===== config.mk =====
export PLATFORM = sky130hd
export DESIGN_NAME = spi_cmd_regs_flat
export DESIGN_NICKNAME = d
export VERILOG_FILES = /design/src/rtl/spi_cmd_pkg.sv /design/src/rtl/spi_cmd_regs_if.sv /design/src/rtl/spi_cmd_regs_kbbuf_fifo.sv /design/src/rtl/spi_cmd_regs.sv /design/src/flat_wrapper.sv
export SDC_FILE = /design/constraint.sdc
export NUM_CORES = 1
export LEC_CHECK = 0
export ABC_AREA = 1
export CAP_MARGIN = 30
export CORE_MARGIN = 5
export CORE_UTILIZATION = 50
export CTS_CLUSTER_SIZE = 30
export DETAILED_ROUTE_END_ITERATION = 8
export PLACE_DENSITY = 0.79
export RECOVER_POWER = 25
export SLEW_MARGIN = 5
export SYNTH_ARGS = -nofsm -noshare
export SYNTH_HDL_FRONTEND = slang
export SYNTH_HIERARCHICAL = 1
export SYNTH_SLANG_ARGS = --single-unit

===== constraint.sdc =====
create_clock -name clk -period 2.4 [get_ports clk]
set_input_delay 0.24 -clock clk [delete_from_list [all_inputs] [get_ports clk]]
set_output_delay 0.24 -clock clk [all_outputs]
set_load 0.05 [all_outputs]

===== src/rtl/spi_cmd_pkg.sv =====
// spi_cmd_pkg: shared definitions for the SPI command register block.
//   - Command byte codes carried in spi_cmd.
//   - Bit positions of the GET_STATUS readback word.
//   - Host reset pulse FSM state type.
//   - pack_status(): assembles the 64-bit status word.
package spi_cmd_pkg;

   localparam logic [7:0] CMD_RESET           = 8'h01;
   localparam logic [7:0] CMD_FORCE_TURBO     = 8'h02;
   localparam logic [7:0] CMD_GET_STATUS      = 8'h03;
   localparam logic [7:0] CMD_SET_KEYB_MATRIX = 8'h10;
   localparam logic [7:0] CMD_SET_HCTRL       = 8'h11;
   localparam logic [7:0] CMD_WRITE_KBBUF     = 8'h12;
   localparam logic [7:0] CMD_CLEAR_KBBUF     = 8'h13;
   localparam logic [7:0] CMD_SET_VIDMODE     = 8'h40;

   // Status word layout; every bit not listed reads as 0.
   localparam int ST_COUNT_MSB   = 63;
   localparam int ST_COUNT_LSB   = 56;
   localparam int ST_OVERFLOW    = 55;
   localparam int ST_TURBO       = 54;
   localparam int ST_RESET_REQ   = 53;
   localparam int ST_VIDMODE_MSB = 47;
   localparam int ST_VIDMODE_LSB = 40;

   // Payload bit carrying the cold-reset qualifier of a RESET command.
   localparam int RESET_COLD_BIT = 57;

   typedef enum logic {
      RST_IDLE  = 1'b0,
      RST_PULSE = 1'b1
   } rst_state_e;

   function automatic logic [63:0] pack_status(
      input logic [7:0] count,
      input logic       overflow,
      input logic       turbo,
      input logic       reset_req,
      input logic [7:0] video_mode
   );
      logic [63:0] s;
      s = '0;
      s[ST_COUNT_MSB:ST_COUNT_LSB]     = count;
      s[ST_OVERFLOW]                   = overflow;
      s[ST_TURBO]                      = turbo;
      s[ST_RESET_REQ]                  = reset_req;
      s[ST_VIDMODE_MSB:ST_VIDMODE_LSB] = video_mode;
      return s;
   endfunction

endpackage


===== src/rtl/spi_cmd_regs_if.sv =====
// spi_cmd_regs_if: message-level link between the SPI slave front end and
// the command register block.
//   spi_msg_end      : one-cycle strobe, current message complete
//   spi_cmd          : command byte of the current message
//   spi_rxdata       : message payload, byte 0 in [63:56]
//   spi_txdata       : readback payload, 0 whenever not valid
//   spi_txdata_valid : readback payload valid
// Handshake: there is no backpressure. A command is consumed in exactly the
// cycle spi_msg_end is high; the register block can always accept it.
// spi_txdata_valid follows spi_cmd==GET_STATUS one cycle later and is not a
// transfer qualifier, only a "payload is meaningful" indication.
interface spi_cmd_regs_if;
   logic        spi_msg_end;
   logic [7:0]  spi_cmd;
   logic [63:0] spi_rxdata;
   logic [63:0] spi_txdata;
   logic        spi_txdata_valid;

   modport master (
      output spi_msg_end, spi_cmd, spi_rxdata,
      input  spi_txdata, spi_txdata_valid
   );

   modport slave (
      input  spi_msg_end, spi_cmd, spi_rxdata,
      output spi_txdata, spi_txdata_valid
   );
endinterface


===== src/rtl/spi_cmd_regs_kbbuf_fifo.sv =====
// kbbuf_fifo: first-word-fall-through keyboard byte FIFO.
//   clk, reset_n : clock, asynchronous active-low reset
//   wr, wdata    : push request and data
//   rd           : pop request, ignored when empty
//   rdata        : head entry, valid whenever empty=0 (0 when empty)
//   empty, full  : occupancy flags
//   count        : occupancy, reaches exactly DEPTH when full
//   clear        : flush; overrides wr and rd in the same cycle
// A push into a full FIFO succeeds only when a pop happens in the same cycle.
module kbbuf_fifo #(
   parameter int DEPTH = 16,
   parameter int WIDTH = 8
) (
   input  logic                     clk,
   input  logic                     reset_n,
   input  logic                     wr,
   input  logic [WIDTH-1:0]         wdata,
   input  logic                     rd,
   output logic [WIDTH-1:0]         rdata,
   output logic                     empty,
   output logic                     full,
   output logic [$clog2(DEPTH):0]   count,
   input  logic                     clear
);

   localparam int AW = $clog2(DEPTH);

   logic [WIDTH-1:0] mem_q [DEPTH];
   logic [AW-1:0]    wptr_q, wptr_d;
   logic [AW-1:0]    rptr_q, rptr_d;
   logic [AW:0]      count_q, count_d;
   logic             do_push, do_pop;

   assign empty = (count_q == '0);
   assign full  = (count_q == (AW+1)'(DEPTH));
   assign count = count_q;
   // Entries are not reset, so gate the head with empty to present 00h.
   assign rdata = empty ? '0 : mem_q[rptr_q];

   always_comb begin
      do_pop  = rd & ~empty & ~clear;
      do_push = wr & ~clear & (~full | do_pop);
      wptr_d  = wptr_q;
      rptr_d  = rptr_q;
      count_d = count_q;
      if (clear) begin
         wptr_d  = '0;
         rptr_d  = '0;
         count_d = '0;
      end else begin
         // Pointers wrap naturally because DEPTH is a power of two.
         if (do_push) wptr_d = wptr_q + AW'(1);
         if (do_pop)  rptr_d = rptr_q + AW'(1);
         if (do_push && !do_pop) count_d = count_q + (AW+1)'(1);
         if (do_pop && !do_push) count_d = count_q - (AW+1)'(1);
      end
   end

   always_ff @(posedge clk or negedge reset_n) begin
      if (!reset_n) begin
         wptr_q  <= '0;
         rptr_q  <= '0;
         count_q <= '0;
      end else begin
         wptr_q  <= wptr_d;
         rptr_q  <= rptr_d;
         count_q <= count_d;
      end
   end

   always_ff @(posedge clk) begin
      if (do_push) mem_q[wptr_q] <= wdata;
   end

endmodule


===== src/rtl/spi_cmd_regs.sv =====
// spi_cmd_regs: decodes completed SPI command messages into host-side
// control registers, a keyboard byte FIFO and a host reset pulse.
//   clk, reset_n          : clock, asynchronous active-low reset
//   spi                   : message link (command, payload, status readback)
//   reset_req(_cold)      : host reset request pulse and cold qualifier
//   keys, hctrl           : keyboard matrix, hand-controller bytes
//   kbbuf_*               : keyboard FIFO head / empty / pop / occupancy
//   force_turbo, video_mode : mode registers
//   dbg_rst_state         : reset pulse FSM state
module spi_cmd_regs
   import spi_cmd_pkg::*;
#(
   parameter int NUM_HCTRL   = 2,
   parameter int KBBUF_DEPTH = 16,
   parameter int RESET_PULSE = 16,
   parameter int VIDMODE_W   = 2
) (
   input  logic                          clk,
   input  logic                          reset_n,
   spi_cmd_regs_if.slave                 spi,
   output logic                          reset_req,
   output logic                          reset_req_cold,
   output logic [63:0]                   keys,
   output logic [8*NUM_HCTRL-1:0]        hctrl,
   output logic [7:0]                    kbbuf_rddata,
   output logic                          kbbuf_empty,
   input  logic                          kbbuf_rden,
   output logic [$clog2(KBBUF_DEPTH):0]  kbbuf_count,
   output logic                          force_turbo,
   output logic [VIDMODE_W-1:0]          video_mode,
   output rst_state_e                    dbg_rst_state
);

   logic is_reset, is_turbo, is_status, is_keys, is_hctrl;
   logic is_write, is_clear, is_vmode;

   always_comb begin
      is_reset  = spi.spi_msg_end && (spi.spi_cmd == CMD_RESET);
      is_turbo  = spi.spi_msg_end && (spi.spi_cmd == CMD_FORCE_TURBO);
      is_status = spi.spi_msg_end && (spi.spi_cmd == CMD_GET_STATUS);
      is_keys   = spi.spi_msg_end && (spi.spi_cmd == CMD_SET_KEYB_MATRIX);
      is_hctrl  = spi.spi_msg_end && (spi.spi_cmd == CMD_SET_HCTRL);
      is_write  = spi.spi_msg_end && (spi.spi_cmd == CMD_WRITE_KBBUF);
      is_clear  = spi.spi_msg_end && (spi.spi_cmd == CMD_CLEAR_KBBUF);
      is_vmode  = spi.spi_msg_end && (spi.spi_cmd == CMD_SET_VIDMODE);
   end

   // ---------------- host reset pulse ----------------
   // pulse_cnt_q holds the number of high cycles still to go, including the
   // current one, so reset_req is high for exactly RESET_PULSE cycles.
   rst_state_e  rst_state_q, rst_state_d;
   logic [15:0] pulse_cnt_q, pulse_cnt_d;
   logic        cold_q, cold_d;

   always_comb begin
      rst_state_d = rst_state_q;
      pulse_cnt_d = pulse_cnt_q;
      cold_d      = cold_q;
      if (is_reset) begin
         // A retrigger restarts the count; cold is sticky while pulsing.
         rst_state_d = RST_PULSE;
         pulse_cnt_d = 16'(RESET_PULSE);
         cold_d      = ((rst_state_q == RST_PULSE) && cold_q)
                       | spi.spi_rxdata[RESET_COLD_BIT];
      end else begin
         case (rst_state_q)
            RST_PULSE: begin
               if (pulse_cnt_q == 16'd1) begin
                  rst_state_d = RST_IDLE;
                  pulse_cnt_d = '0;
                  cold_d      = 1'b0;
               end else begin
                  pulse_cnt_d = pulse_cnt_q - 16'd1;
               end
            end
            default: ;
         endcase
      end
   end

   assign reset_req      = (rst_state_q == RST_PULSE);
   assign reset_req_cold = cold_q;
   assign dbg_rst_state  = rst_state_q;

   // ---------------- keyboard FIFO ----------------
   logic kb_full;

   kbbuf_fifo #(
      .DEPTH (KBBUF_DEPTH),
      .WIDTH (8)
   ) u_kbbuf (
      .clk     (clk),
      .reset_n (reset_n),
      .wr      (is_write),
      .wdata   (spi.spi_rxdata[63:56]),
      .rd      (kbbuf_rden),
      .rdata   (kbbuf_rddata),
      .empty   (kbbuf_empty),
      .full    (kb_full),
      .count   (kbbuf_count),
      .clear   (is_clear)
   );

   // ---------------- control registers ----------------
   logic [63:0]              keys_q, keys_d;
   logic [8*NUM_HCTRL-1:0]   hctrl_q, hctrl_d;
   logic                     turbo_q, turbo_d;
   logic [VIDMODE_W-1:0]     vmode_q, vmode_d;
   logic                     ovf_q, ovf_d;
   logic                     txvalid_q, txvalid_d;
   logic                     ovf_set;

   always_comb begin
      keys_d    = keys_q;
      hctrl_d   = hctrl_q;
      turbo_d   = turbo_q;
      vmode_d   = vmode_q;
      ovf_d     = ovf_q;
      txvalid_d = (spi.spi_cmd == CMD_GET_STATUS);
      // A full FIFO only drops the byte when no pop frees a slot this cycle.
      ovf_set   = is_write && kb_full && !kbbuf_rden;

      if (is_keys)  keys_d  = spi.spi_rxdata;
      // Controller 0 lands in [7:0], i.e. from the lowest selected byte.
      if (is_hctrl) hctrl_d = spi.spi_rxdata[63 -: 8*NUM_HCTRL];
      if (is_turbo) turbo_d = spi.spi_rxdata[56];
      if (is_vmode) vmode_d = spi.spi_rxdata[56 +: VIDMODE_W];

      // Overflow reported by GET_STATUS is cleared once that message ends,
      // but a drop happening in the same cycle wins.
      if (is_clear)       ovf_d = 1'b0;
      else if (ovf_set)   ovf_d = 1'b1;
      else if (is_status) ovf_d = 1'b0;
   end

   always_ff @(posedge clk or negedge reset_n) begin
      if (!reset_n) begin
         rst_state_q <= RST_IDLE;
         pulse_cnt_q <= '0;
         cold_q      <= 1'b0;
         keys_q      <= '1;
         hctrl_q     <= '1;
         turbo_q     <= 1'b0;
         vmode_q     <= '0;
         ovf_q       <= 1'b0;
         txvalid_q   <= 1'b0;
      end else begin
         rst_state_q <= rst_state_d;
         pulse_cnt_q <= pulse_cnt_d;
         cold_q      <= cold_d;
         keys_q      <= keys_d;
         hctrl_q     <= hctrl_d;
         turbo_q     <= turbo_d;
         vmode_q     <= vmode_d;
         ovf_q       <= ovf_d;
         txvalid_q   <= txvalid_d;
      end
   end

   assign keys        = keys_q;
   assign hctrl       = hctrl_q;
   assign force_turbo = turbo_q;
   assign video_mode  = vmode_q;

   // ---------------- status readback ----------------
   // The count field is 8 bits; a 256-deep full FIFO saturates to FFh.
   logic [15:0] count_wide;
   logic [7:0]  count_byte;

   always_comb begin
      count_wide = 16'(kbbuf_count);
      count_byte = (count_wide > 16'd255) ? 8'hFF : count_wide[7:0];
   end

   assign spi.spi_txdata_valid = txvalid_q;
   assign spi.spi_txdata       = txvalid_q
                                 ? pack_status(count_byte, ovf_q, turbo_q,
                                               reset_req, 8'(vmode_q))
                                 : '0;

endmodule

===== src/flat_wrapper.sv =====
// flat-port wrapper written by rule: the top's interface ports become plain ports
module spi_cmd_regs_flat import spi_cmd_pkg::*;
#(
   parameter int NUM_HCTRL   = 2,
   parameter int KBBUF_DEPTH = 16,
   parameter int RESET_PULSE = 16,
   parameter int VIDMODE_W   = 2
)
  (clk, reset_n, reset_req, reset_req_cold, keys, hctrl, kbbuf_rddata, kbbuf_empty, kbbuf_rden, kbbuf_count, force_turbo, video_mode, dbg_rst_state, spi_spi_msg_end, spi_spi_cmd, spi_spi_rxdata, spi_spi_txdata, spi_spi_txdata_valid);
  spi_cmd_regs_if spi_i ();
  input  logic clk;
  input  logic reset_n;
  output logic reset_req;
  output logic reset_req_cold;
  output logic [63:0] keys;
  output logic [8*NUM_HCTRL-1:0] hctrl;
  output logic [7:0] kbbuf_rddata;
  output logic kbbuf_empty;
  input  logic kbbuf_rden;
  output logic [$clog2(KBBUF_DEPTH):0] kbbuf_count;
  output logic force_turbo;
  output logic [VIDMODE_W-1:0] video_mode;
  output rst_state_e dbg_rst_state;
  input wire logic [$bits(spi_i.spi_msg_end)-1:0] spi_spi_msg_end;
  input wire logic [$bits(spi_i.spi_cmd)-1:0] spi_spi_cmd;
  input wire logic [$bits(spi_i.spi_rxdata)-1:0] spi_spi_rxdata;
  output wire logic [$bits(spi_i.spi_txdata)-1:0] spi_spi_txdata;
  output wire logic [$bits(spi_i.spi_txdata_valid)-1:0] spi_spi_txdata_valid;
  assign spi_i.spi_msg_end = spi_spi_msg_end;
  assign spi_i.spi_cmd = spi_spi_cmd;
  assign spi_i.spi_rxdata = spi_spi_rxdata;
  assign spi_spi_txdata = spi_i.spi_txdata;
  assign spi_spi_txdata_valid = spi_i.spi_txdata_valid;
  spi_cmd_regs #(.NUM_HCTRL(NUM_HCTRL), .KBBUF_DEPTH(KBBUF_DEPTH), .RESET_PULSE(RESET_PULSE), .VIDMODE_W(VIDMODE_W)) u_core (.clk(clk), .reset_n(reset_n), .spi(spi_i), .reset_req(reset_req), .reset_req_cold(reset_req_cold), .keys(keys), .hctrl(hctrl), .kbbuf_rddata(kbbuf_rddata), .kbbuf_empty(kbbuf_empty), .kbbuf_rden(kbbuf_rden), .kbbuf_count(kbbuf_count), .force_turbo(force_turbo), .video_mode(video_mode), .dbg_rst_state(dbg_rst_state));
endmodule

After elaboration in Yosys (flattened, before gate mapping)
Memories as Yosys holds them, arrays and structs flattened. Cells that the tools add are included. W data, S select, Z words.

Memory bits (writable): 128. Memories kept: 1. Output and inout port bits: 165. Input bits: 76. Register bits: 116. Logic and storage cells: 84.

Memory list: u_core.u_kbbuf.mem_q (depth 16, bits a word 8, read ports 1, clocked after memory_dff 0, write ports 1, line spi_cmd_regs_kbbuf_fifo.sv:28) `logic [WIDTH-1:0] mem_q [DEPTH];`.

Equality and inequality tests: 10. Mux-type cells: 23. $add $sub $neg: 5. Reduce and logical (&&, ||, !) cells: 24. Bitwise gates (word level): 9.

Operators with widths (count): $mux W61 (1); $mux W16 (3); $eq A8 B5 Y1 const B (4); $eq A16 B1 Y1 const B (1); $eq A8 B2 Y1 const B (2); $mux W4 (4); $sub A16 B1 Y16 const B (1); $mux W5 (3); $logic_and A1 B1 Y1 (13); $mux W1 (11); $add A4 B1 Y4 const B (2); $eq A8 B1 Y1 const B (1); $eq A8 B7 Y1 const B (1); $mux W8 (1); $reduce_bool A2 Y1 (4); $reduce_bool A3 Y1 (2); $add A5 B1 Y5 const B (1); $eq A5 B5 Y1 const B (1); $logic_not A5 Y1 (1); $sub A5 B1 Y5 const B (1); $and A1 B1 Y1 (4); $logic_not A1 Y1 (3); $not A1 Y1 (3); $or A1 B1 Y1 (2); $reduce_and A2 Y1 (1).

Longest topological paths before layout
Depth after elaboration: 10. Depth in mapped cells: 19.

Hierarchy
The synthesis kept the hierarchy.

By module, submodules not included: kbbuf_fifo (area an instance 5995.8 um2, times used 1, cells an instance 511, seq. area each 4169.0 um2); spi_cmd_regs (area an instance 5141.2 um2, times used 1, cells an instance 627, seq. area each 2677.6 um2).

Worst setup path before layout
No wires, ideal clock.

Path kind: input -> register. Start point: input port spi_spi_cmd[7]. End point: register u_core.u_kbbuf.count_q[4] (netlist: u_core/u_kbbuf/count[4]). Setup slack: -0.053 ns. Buffers on the path: 2. Cell stages on the path: 18. Data required time: 2.282 ns. Arrival: 2.335 ns. Cell sequence: nor2_1 > inv_1 > nor2_4 > buf_4 > inv_2 > nor2_1 > buf_2 > inv_2 > nand4_2 > inv_1 > ha_1 > a21oi_1 > nand2_1 > nand2_1 > nand2_1 > xnor2_1 > nand2_1 > nand2_1.

Longest elaborated chain between the ends: 10. Elaborated cells between the ends (all ways): 16. Classes of those cells: eq/ne (2); mux (2); bitwise (5); reduce/logical (7).

Ends and longest elaborated chain: from (decl) (line flat_wrapper.sv:25) `input wire logic [$bits(spi_i.spi_cmd)-1:0] spi_spi_cmd;`; $eq A8 B5 Y1 * (line spi_cmd_regs.sv:44) `is_clear = spi.spi_msg_end && (spi.spi_cmd == CMD_CLEAR_KBBUF);`; $logic_and A1 B1 Y1 * (line spi_cmd_regs.sv:44); net u_core.is_clear (line spi_cmd_regs.sv:35) `logic is_write, is_clear, is_vmode;`; $not A1 Y1 (line spi_cmd_regs_kbbuf_fifo.sv:41, spi_cmd_regs_kbbuf_fifo.sv:42); $and A1 B1 Y1 (line spi_cmd_regs_kbbuf_fifo.sv:41) `do_pop = rd & ~empty & ~clear;`; $or A1 B1 Y1 (line spi_cmd_regs_kbbuf_fifo.sv:42) `do_push = wr & ~clear & (~full | do_pop);`; $and A1 B1 Y1 (line spi_cmd_regs_kbbuf_fifo.sv:42); $logic_not A1 Y1 (line spi_cmd_regs_kbbuf_fifo.sv:55) `if (do_pop && !do_push) count_d = count_q - (AW+1)'(1);`; $logic_and A1 B1 Y1 (line spi_cmd_regs_kbbuf_fifo.sv:55); $mux W5 (line spi_cmd_regs_kbbuf_fifo.sv:55); $mux W5 (line spi_cmd_regs_kbbuf_fifo.sv:46) `if (clear) begin`; to (signal assigned) (line spi_cmd_regs_kbbuf_fifo.sv:67) `count_q <= count_d;`; to (decl) (line spi_cmd_regs_kbbuf_fifo.sv:31) `logic [AW:0] count_q, count_d;`.

Mark *: on every way through the listed nets, which the timed path passes. The rest lies on a longest branch. A chain may end at the register's enable or synchronous reset.

Worst setup path after layout
Start point: register u_core.u_kbbuf.rptr_q[0]. End point: output port kbbuf_rddata[0].

Longest elaborated chain between the ends: 2.

Ends and longest elaborated chain: from (decl) (line spi_cmd_regs_kbbuf_fifo.sv:30) `logic [AW-1:0] rptr_q, rptr_d;`; from (signal assigned) (line spi_cmd_regs_kbbuf_fifo.sv:66) `rptr_q <= rptr_d;`; $mem_v2 Z16 W8; $mux W8 (line spi_cmd_regs_kbbuf_fifo.sv:38) `assign rdata = empty ? '0 : mem_q[rptr_q];`; to (decl) (line flat_wrapper.sv:17) `output logic [7:0] kbbuf_rddata;`.

Every way passes these cells.

==> flow_metrics.env <==
export IMPL_layout_min_cycle_time_ns=2.457
export IMPL_die_h_um=159.2
export IMPL_slew_headroom=-0.2005
export IMPL_vias=8766
export IMPL_utilization=0.6684
export IMPL_holdPathEnd="u_core/keys[14]"
export IMPL_root_buffer="clkbuf_16"
export IMPL_hold_start="spi_spi_rxdata[14]"
export IMPL_antenna_cells=0
export IMPL_critical_path_endpoint_type="output pin"
export IMPL_synthCells=1138
export IMPL_cts_tree="yes"
export IMPL_violations="max-capacitance violations, max-slew violations, negative setup slack"
export IMPL_crit_chain="buf_6 > clkinv_8 > clkbuf_16 > o21ai_0 > o22ai_1 > a21oi_2 > nor2_4 > buf_12"
export IMPL_worstHoldPathCells=3
export IMPL_areaGrowthSynthToFinish_pct=31.39
export IMPL_core_area_um2=21890
export IMPL_startpoint="u_core/u_kbbuf/rptr_q[0]"
export IMPL_start_util=0.5087
export IMPL_synth_warnings=6
export IMPL_ir_worst_vdd_mv=0.8450
export IMPL_p_switching_uw=5922
export IMPL_hp_class="input pin to register"
export IMPL_r2r_start="u_core/u_kbbuf/count[4]"
export IMPL_fin_crit_sh=1.024
export IMPL_worst_pin_slew_ns=1.801
export IMPL_cp_slowest_cell="dfrtp_2"
export IMPL_synthDistinctLibCells=37
export IMPL_clk_latency_ns=0.51
export IMPL_ys_seq_area_frac=0.6148
export IMPL_crit_type="register to output pin"
export IMPL_fin_skew_ns=0.007102
export IMPL_pwr_share_clk=0.248
export IMPL_hold_viol=0
export IMPL_vias_per_cell=5.243
export IMPL_wl_per_cell_um=18.02
export IMPL_ant_nets=0
export IMPL_h_tree_depth=1
export IMPL_reg2reg_depth=12
export IMPL_io_buffers=186
export IMPL_ys_ff_latch=244
export IMPL_p_int_uw=9443
export IMPL_grt_pass1_wl_um=45850
export IMPL_ctsLongestPathBuffers=3
export IMPL_first_iter_violations=794
export IMPL_setup_viol=1
export IMPL_max_cap_viol_count=1
export IMPL_status="complete, but fails checks"
export IMPL_tns_ns=-0.05683
export IMPL_nets=1461
export IMPL_drv_slew=30
export IMPL_p_leak_uw=0.006134
export IMPL_worst_slack_ns=-0.05683
export IMPL_critical_path_max_fanout=16
export IMPL_switching_share=0.3854
export IMPL_first_global_vias=8679
export IMPL_arrival_ns=2.22
export IMPL_dr_pass1_iters=5
export IMPL_worst_r2r_endpoint="u_core/u_kbbuf/count[4]"
export IMPL_drive_gt1_frac=0.1983
export IMPL_synth_area_um2=11140
export IMPL_combPwrFrac=0.418
export IMPL_max_freq_mhz=407.0
export IMPL_power_frac_seq=0.334
export IMPL_cts_buffers=25
export IMPL_die_area_um2=25360
export IMPL_cellPowerDensity_nw_per_um2=1050
export IMPL_gp_congestion=0.9077
export IMPL_clkTransAtPathRegs_ns=0.06
export IMPL_chipWidth_um=159.2
export IMPL_crit_required_ns=2.16
export IMPL_start_kind="register"
export IMPL_cts_sinks=244
export IMPL_rsz0062_at_grt="true"
export IMPL_r2r_setup_slack_ns=0.40
export IMPL_grt_usage=0.2213
export IMPL_hold_ws_ns=0.2522
export IMPL_max_stage_delay_ns=0.42
export IMPL_syn_avg_cell_area_um2=9.786
export IMPL_wl_um=30130
export IMPL_io_pins=241
export IMPL_grt_max_degree=58
export IMPL_rows=54
export IMPL_design_power_total_uw=15370
export IMPL_dp_hpwl_um=20100
export IMPL_gr_total_overflow=0
export IMPL_antenna_found_initial=0
export IMPL_drcViolationCount=0
layout make-up:
cell class / count / area [um2]
clock buffer: 39 / 728.2
clock inverter: 6 / 78.83
fill: 1617 / 7258
inverter: 81 / 324.1
multi-input combinational: 768 / 3711
sequential: 244 / 6852
tap: 280 / 350.3
timing repair buffer: 254 / 2589
power by group through the flow:
stage / clock, uW / sequential (uW) / combinational (uW)
detailed placement: 0 / 5180 / 5360
global route: 4060 / 5170 / 6880
floorplan: 0 / 5460 / 3310
CTS: 3870 / 5110 / 5650
global placement: 0 / 5170 / 5250
finish: 3810 / 5130 / 6420
layer usage:
metal  GRT usage  part of all wire  up-vias
met2      0.3795              0.50      435
met5           0                 0        -
li1            -                 -     4107
met1      0.2683              0.37     4139
met4     0.07832             0.038        0
met3     0.06239             0.097       85
cell families after synthesis:
kind of cell | synth area share
adder cells (fa/ha/maj) | 0.01303
AO/OA/AOI/OAI | 0.06887
buffers and inverters | 0.08774
other | 0.0003367
multiplexers | 0.006292
XOR/XNOR | 0.006292
flip-flops | 0.6148
AND/OR/NAND/NOR | 0.2027
Yosys cell counts:
| library cell | n | area share |
|---|---|---|
| o21ai_1 | 43 | 0.019 |
| buf_1 | 1 | 0.00034 |
| xnor2_1 | 2 | 0.0016 |
| dfstp_2 | 80 | 0.19 |
| nor3_1 | 10 | 0.0045 |
| nor4_2 | 1 | 0.0011 |
| clkbuf_1 | 6 | 0.0020 |
| o21ai_0 | 42 | 0.019 |
| buf_6 | 5 | 0.0051 |
| dfrtp_1 | 36 | 0.081 |
| inv_1 | 66 | 0.022 |
| buf_2 | 23 | 0.010 |
| nor2_2 | 4 | 0.0022 |
| buf_4 | 63 | 0.042 |
| o21ai_4 | 1 | 0.0015 |
| inv_4 | 1 | 0.00056 |
| mux2i_1 | 7 | 0.0063 |
| nand3_2 | 4 | 0.0036 |
| nand2_4 | 2 | 0.0020 |
| nand4_2 | 1 | 0.0011 |
| o21a_1 | 1 | 0.00067 |
| edfxtp_1 | 128 | 0.35 |
| nand2_2 | 5 | 0.0028 |
| nor2_4 | 2 | 0.0020 |
| a21boi_1 | 1 | 0.00067 |
| o22ai_1 | 16 | 0.0090 |
| xor2_1 | 6 | 0.0047 |
| nand3_1 | 68 | 0.031 |
| ha_1 | 10 | 0.011 |
| nand4_1 | 7 | 0.0039 |
| inv_2 | 14 | 0.0047 |
| nor3_4 | 1 | 0.0015 |
| fa_1 | 1 | 0.0018 |
| nand2_1 | 333 | 0.11 |
| nor2_1 | 104 | 0.035 |
| a21oi_1 | 42 | 0.019 |
| conb_1 | 1 | 0.00034 |
critical path, delay by kind of cell (launching register included):
kind	cells	cell delay (ns)
AO/OA/AOI/OAI	3	0.63
buffers and inverters	4	0.59
flip-flops	1	0.42
AND/OR/NAND/NOR	1	0.07
placed cells by master (no fill, tap or decap), drive strengths merged, types with 2 or more instances in the layout:
master         netlist  final
o22ai               16     16
clkdlybuf4s50        0    168
nand3               72     72
xnor2                2      2
mux2i                7      7
inv                 81     80
nor3                11     11
clkinv               0      5
dfstp               80     80
nand2              340    340
clkbuf               6     49
nor2               110    110
xor2                 6      6
dfrtp               36     36
buf                 92     67
conb                 1     54
edfxtp             128    128
a21oi               42     42
dlygate4sd3          0      8
nand4                8      8
o21ai               86     86
ha                  10     10
bufinv               0      2
metrics by stage:
step / instances / cell area, um2 / worst slack, ns
2_1_floorplan: 1191 / 11340 / 0.03002
3_3_place_gp: 1615 / 13390 / -0.08738
3_5_place_dp: 1615 / 13390 / -0.1850
4_1_cts: 1665 / 14320 / -0.003024
5_1_grt: 1672 / 14630 / -0.1632
6_report: 1672 / 14630 / -0.05683
how the worst max path moves through the flow:
stage,slack (ns),to,depth (start not counted)
6_report,-0.06,kbbuf_rddata[0],8
5_1_grt,-0.16,kbbuf_rddata[0],8
4_1_cts,-0.003,kbbuf_rddata[3],8
3_5_place_dp,-0.18,u_core/u_kbbuf/mem_q[7][7],14
3_3_place_gp,-0.09,u_core/u_kbbuf/mem_q[7][5],14
2_1_floorplan,0.03,u_core/u_kbbuf/count[4],18
registers in the layout (all words and copies together), names as in the netlist:
| register | count |
|---|---|
| u_core/keys | 64 |
| u_core/hctrl | 16 |
| u_core/video_mode | 2 |
| u_core/dbg_rst_state | 1 |
| u_core/u_kbbuf/count | 5 |
| u_core/u_kbbuf/rptr_q | 4 |
| u_core/pulse_cnt_q | 16 |
| u_core/spi.spi_txdata_valid | 1 |
| u_core/u_kbbuf/mem_q | 128 |
| u_core/reset_req_cold | 1 |
| u_core/ovf_q | 1 |
| u_core/u_kbbuf/wptr_q | 4 |
| u_core/force_turbo | 1 |
timing repair:
action,CTS,global route
gates cloned,1,4
setup buffers,3,4
pin swaps,0,17
resized for setup,21,65
endpoints found under the setup margin,9,17
hold endpoints to repair,27,0
hold buffers,1,0
Note: power is estimated with default switching activity, not from simulation.
